### src/rtl/rv32i_mem_arbiter.sv
// Single-port memory arbiter between instruction fetch (I) and data access (D).
// One transaction in flight; data has priority, bounded by a streak limit so fetch cannot starve.
`timescale 1ns/1ps
module rv32i_mem_arbiter #(
    parameter int WIDTH           = 32,
    parameter int MAX_DATA_STREAK = 4
) (
    input  logic             clk,
    input  logic             rst,
    input  logic             i_req,
    input  logic [WIDTH-1:0] i_addr,
    input  logic             i_flush,
    output logic             i_gnt,
    output logic             i_rvalid,
    output logic [WIDTH-1:0] i_rdata,
    input  logic             d_req,
    input  logic             d_we,
    input  logic [3:0]       d_be,
    input  logic [WIDTH-1:0] d_addr,
    input  logic [WIDTH-1:0] d_wdata,
    output logic             d_gnt,
    output logic             d_rvalid,
    output logic [WIDTH-1:0] d_rdata,
    output logic             m_req,
    output logic             m_we,
    output logic [3:0]       m_be,
    output logic [WIDTH-1:0] m_addr,
    output logic [WIDTH-1:0] m_wdata,
    input  logic             m_ready,
    input  logic             m_rvalid,
    input  logic [WIDTH-1:0] m_rdata
);

    typedef enum logic [1:0] {IDLE = 2'd0, ISSUE = 2'd1, WAIT = 2'd2} state_t;
    typedef enum logic {OWN_I = 1'b0, OWN_D = 1'b1} owner_t;

    localparam logic [3:0] STREAK_MAX = 4'(MAX_DATA_STREAK);

    state_t     state, state_next;
    owner_t     owner;
    logic       drop;
    logic [3:0] streak;

    logic arb_point, fetch_first, fetch_win, data_win, accept, resp;

    // NOTE: every output of this block gets a default before any branch, so no latches are inferred.
    always_comb begin
        arb_point   = (state == IDLE) || ((state == WAIT) && m_rvalid);
        fetch_first = i_req && (!d_req || (streak == STREAK_MAX));
        fetch_win   = arb_point && fetch_first;
        data_win    = arb_point && d_req && !fetch_first;
        accept      = (state == ISSUE) && m_req && m_ready;
        resp        = (state == WAIT) && m_rvalid;

        i_gnt    = accept && (owner == OWN_I);
        d_gnt    = accept && (owner == OWN_D);
        i_rvalid = resp && (owner == OWN_I) && !drop;
        d_rvalid = resp && (owner == OWN_D);
        i_rdata  = m_rdata;
        d_rdata  = m_rdata;

        state_next = state;
        case (state)
            IDLE:    if (fetch_win || data_win) state_next = ISSUE;
            ISSUE:   if (accept) state_next = WAIT;
            WAIT:    if (resp) state_next = (fetch_win || data_win) ? ISSUE : IDLE;
            default: state_next = IDLE;
        endcase
    end

    // NOTE: all sequential state uses non-blocking assignments so every register samples pre-edge values.
    always_ff @(posedge clk or posedge rst) begin
        if (rst) state <= IDLE;
        else     state <= state_next;
    end

    // Winner's payload is latched onto the memory port and held until accepted.
    always_ff @(posedge clk or posedge rst) begin
        if (rst) begin
            m_req   <= 1'b0;
            m_we    <= 1'b0;
            m_be    <= 4'h0;
            m_addr  <= '0;
            m_wdata <= '0;
            owner   <= OWN_I;
        end else if (fetch_win) begin
            m_req   <= 1'b1;
            m_we    <= 1'b0;
            m_be    <= 4'hF;
            m_addr  <= i_addr;
            m_wdata <= '0;
            owner   <= OWN_I;
        end else if (data_win) begin
            m_req   <= 1'b1;
            m_we    <= d_we;
            m_be    <= d_be;
            m_addr  <= d_addr;
            m_wdata <= d_wdata;
            owner   <= OWN_D;
        end else if (accept) begin
            m_req   <= 1'b0;
        end
    end

    always_ff @(posedge clk or posedge rst) begin
        if (rst)                      streak <= 4'd0;
        else if (i_gnt)               streak <= 4'd0;
        else if (d_gnt && i_req)      streak <= (streak == 4'hF) ? streak : streak + 4'd1;
        else if (arb_point && !i_req) streak <= 4'd0;
    end

    // A squashed fetch still occupies the memory; only its response is hidden.
    always_ff @(posedge clk or posedge rst) begin
        if (rst)                       drop <= 1'b0;
        else if (fetch_win && i_flush) drop <= 1'b1;
        else if (resp)                 drop <= 1'b0;
        else if (i_flush && (owner == OWN_I) && ((state == ISSUE) || (state == WAIT)))
                                       drop <= 1'b1;
    end

endmodule

### config.mk
export PLATFORM = sky130hd
export DESIGN_NAME = rv32i_mem_arbiter
export DESIGN_NICKNAME = d
export VERILOG_FILES = /design/src/rtl/rv32i_mem_arbiter.sv
export SDC_FILE = /design/constraint.sdc
export NUM_CORES = 1
export LEC_CHECK = 0
export CAP_MARGIN = 25
export CORE_ASPECT_RATIO = 2
export CORE_MARGIN = 3
export CORE_UTILIZATION = 39
export CTS_CLUSTER_SIZE = 20
export DETAILED_ROUTE_END_ITERATION = 6
export MAX_ROUTING_LAYER = met4
export PLACE_DENSITY_LB_ADDON = 0.25
export SYNTH_ARGS = -nofsm -noshare
export SYNTH_HDL_FRONTEND = slang
export SYNTH_SLANG_ARGS = --single-unit
export TNS_END_PERCENT = 5
### constraint.sdc
create_clock -name clk -period 6.6 [get_ports clk]
set_input_delay 1.32 -clock clk [delete_from_list [all_inputs] [get_ports clk]]
set_output_delay 1.32 -clock clk [all_outputs]
set_load 0.05 [all_outputs]
==> PnR_summary.wiki <==
{| class="wikitable"
! Metric !! Value
|-
| Root Buffer Master || sky130_fd_sc_hd__clkbuf_16
|-
| Nets || 718
|-
| Leakage power of the design || 0.00258 µW
|-
| CP peak stage delay || 0.83 ns
|-
| Fraction of the mapped netlist area in compound gates || 14.4%
|-
| Top post-synthesis cells by area || sky130_fd_sc_hd__dfrtp_1 (47%), sky130_fd_sc_hd__buf_4 (13%), sky130_fd_sc_hd__nand2_1 (10%)
|-
| Syn-to-layout area delta || 41.5%
|-
| Post-synth EDFFs || 0
|-
| Core Box Area || 0.0102 mm²
|-
| Post-layout minimum cycle time || 4.26 ns
|-
| Netlist area before placement || 0.00413 mm²
|-
| Cell repeated most along the worst path || sky130_fd_sc_hd__clkdlybuf4s50_1
|-
| Num rows || 52
|-
| CP Max Fanout || 4
|-
| Average routed wire per standard cell || 16.6 µm
|-
| Fraction of post-synthesis cell area in the top cell type by area || 47.3%
|-
| Die Span Y || 151 µm
|-
| Crit Path Class || in -> out
|-
| Top Family by Delay on Critical Path || buffers and inverters
|-
| Fraction of final layout cells sized beyond drive strength 1 || 11.0%
|-
| Floorplan die area || 0.0119 mm²
|-
| Count of hold-fix buffers inserted at cts || 0
|-
| Pre-CTS WS || 2.33 ns
|-
| TritonCTS clock tree || built
|-
| X dimension of the die || 78.7 µm
|-
| Count of synthesis-stage warnings from yosys || 0
|-
| Hold Slack || 0.462 ns
|-
| Setup tns final || 0 ns
|-
| Instance count of the mapped netlist || 463
|-
| Headroom to the max-slew limit || 37.8%
|-
| Mux contribution to synthesized area || 0.273%
|-
| Overflow left after global routing || 0
|-
| Sort of element at the start of the critical path || input pin
|-
| Synth Area in XOR/XNOR || 0.212%
|-
| Clk buf depth || 2
|-
| Cells traversed along the worst timing path || clkdlybuf4s50_1 > nand2_1 > nor3_1 > clkdlybuf4s50_1
|-
| Antenna violations before repair || 0
|-
| Most used flip-flop cell after synthesis || sky130_fd_sc_hd__dfrtp_1
|-
| Buffer count from post-CTS setup fixing || 0
|-
| Buffers & Inverters on Critical Path || 2
|-
| Number of register bits inferred by synthesis || 78
|-
| Vias in the first global route || 3568
|-
| Routed vias || 3498
|-
| Critical R2R Launch || streak[0]
|-
| Total internal power || 1650 µW
|-
| Post-synthesis simple-gate area fraction || 19.4%
|-
| Number of H-tree branching levels || 3
|-
| Routability congestion estimate from global placement || 0.785
|-
| Data required time at the worst endpoint || 5.28 ns
|-
| Clock transition at the registers of the reported paths || 0.06 ns
|-
| Final critical-path setup slack || 2.34 ns
|-
| Combinational family with the most area after synthesis || simple AND/OR/NAND/NOR gates
|-
| Period utilization || 64.5%
|-
| Final setup fails || 0
|-
| Part of the total power dissipated in sequential elements || 25.4%
|-
| Data arrival time of the critical path || 2.94 ns
|-
| Critical-path cell with the highest stage delay || sky130_fd_sc_hd__clkdlybuf4s50_1
|-
| Final core occ || 57.2%
|-
| Clock insertion delay at the later pin of the skew report || 0.32 ns
|-
| Post-synth top area cell || sky130_fd_sc_hd__dfrtp_1
|-
| Post-Synthesis Mean Instance Area || 8.91 µm²
|-
| Min-delay src || m_wdata[5]
|-
| Number of buffers added by the clock tree synthesis step || 9
|-
| Number of DRC violations after detailed-routing iteration 0 || 87
|-
| Register area share after synthesis || 47.3%
|-
| IO Port Bufs || 181
|-
| Total wire length || 11800 µm
|-
| Post-detailed-placement half-perimeter wirelength || 8830 µm
|-
| Initial DRT Pass Iterations || 4
|-
| Leading cell types by count after synthesis || sky130_fd_sc_hd__nand2_1 (113), sky130_fd_sc_hd__dfrtp_1 (78), sky130_fd_sc_hd__buf_4 (69)
|-
| Switch share || 49.4%
|-
| Max-cap violations || 0
|-
| Run status || finished clean
|-
| Power share of the clock group || 14.7%
|-
| Min-Delay Path Class || reg -> reg
|-
| Pin slew with the least headroom to its limit || 0.930 ns
|-
| Drt drc || 0
|-
| RSZ-0062 raised after global routing || no
|-
| Sinks on Clock Net || 78
|-
| Total inserted antenna cells || 0
|-
| Maximum clock frequency || 0.235 GHz
|-
| Final instance count without filler cells || 710
|-
| DRT antenna net count || 0
|-
| Most frequent cell after synthesis || sky130_fd_sc_hd__nand2_1
|-
| Net Sw Power || 1610 µW
|-
| Global-route wire length before repair || 18200 µm
|-
| Placed instance count || 694
|-
| Portion of total power attributed to combinational logic || 59.9%
|-
| Worst setup EP type || primary output
|-
| Post-synthesis net count || 610
|-
| Number of max-slew violations in the final report || 0
|-
| Share of flip-flops with an asynchronous set or reset after synthesis || 100%
|-
| Initial Utilization || 40.4%
|-
| Via/cell ratio || 4.93
|-
| Adder and majority cell fraction of the synthesized area || 2.12%
|-
| Count of different cell masters after synthesis || 33
|-
| Number of ports placed on the die boundary || 278
|-
| Overall track demand over capacity in global routing || 20.4%
|-
| Post-cts gate resize count || 0
|-
| Final hold violation count || 0
|-
| Largest net degree at the start of global routing || 56
|-
| Cell Pwr Density || 558 mW/mm²
|-
| Peak VDD IR || 0.246 mV
|-
| Startpoint of the most critical setup path || m_rvalid
|-
| Clock tree skew after final layout || 0.00463 ns
|}
## cell type report
class                   count  area, µm²
fillers                   951       4380
flip-flops and latches     78       1950
repair buffers            187       1870
multi-input cells         286       1520
clock buffers              11        243
well taps                 135        169
clock inverters             4       47.5
inverters                   9       35.0
## worst paths after layout
kind / cells after the start / slack (ns) / to
setup / recovery: 4 / 2.34 / i_rvalid
hold / removal: 2 / 0.46 / m_wdata[5]
setup reg to reg: 7 / 4.15 / drop
hold reg to reg: 2 / 0.46 / m_wdata[5]
max in group asynchronous: 3 / 4.26 / m_addr[15]
min in group asynchronous: 2 / 1.30 / m_addr[30]
## cells in the final DEF (no fill, tap or decap), drive strengths merged, types with 2 or more instances in the layout
cell type,netlist,routed
nand3,38,38
nand2,113,113
o21ai,9,9
inv,9,8
o211ai,2,2
clkbuf,6,11
clkdlybuf4s50,0,181
a22o,2,2
ha,7,7
nor2,35,35
dfrtp,78,78
buf,84,6
a21oi,66,66
clkinv,0,3
a21boi,2,2
## layer usage
layer  GRT usage, %  wire (µm)  share of wire, %  vias up
met5              -          0                 0        -
met4           13.6        705               6.0        0
met3           4.46        831               7.1       71
met2           35.6       6270                53      141
met1           19.9       3970                34     1625
li1               -          -                 -     1661
## power by group through the flow
stage	registers, µW	logic, µW	clock network, µW
2_1_floorplan	1550	688	0
3_3_place_gp	827	1930	0
3_5_place_dp	837	1960	0
4_1_cts	831	1960	494
5_1_grt	859	2080	512
6_report	829	1950	479
## flip-flops by register name, summed over array words and instances (netlist names)
name / count
state: 2
m_wdata: 32
drop: 1
m_be: 4
m_req: 1
streak: 4
owner: 1
m_we: 1
m_addr: 32
## logic make-up after synthesis
kind of cell | count (synthesis)
DFF | 78
buffers and inverters | 99
AOI/OAI and AO/OA | 84
xor gates and xnor gates | 1
muxes | 1
and+or+nand+nor | 193
adders and majority gates | 7
## worst min-delay path, cell delays in order, from the launching register on
cell                      delay, ns
sky130_fd_sc_hd__dfrtp_1       0.34
sky130_fd_sc_hd__nand2_1       0.05
sky130_fd_sc_hd__nand2_1       0.05
## stage by stage
stage                     power (µW)  instance area, µm²
after floorplan                 2240                4130
after global placement          2760                5530
after detailed placement        2800                5530
after CTS                       3290                5820
after global routing            3450                5840
final                           3260                5840
(Power assumes the default switching activity.)
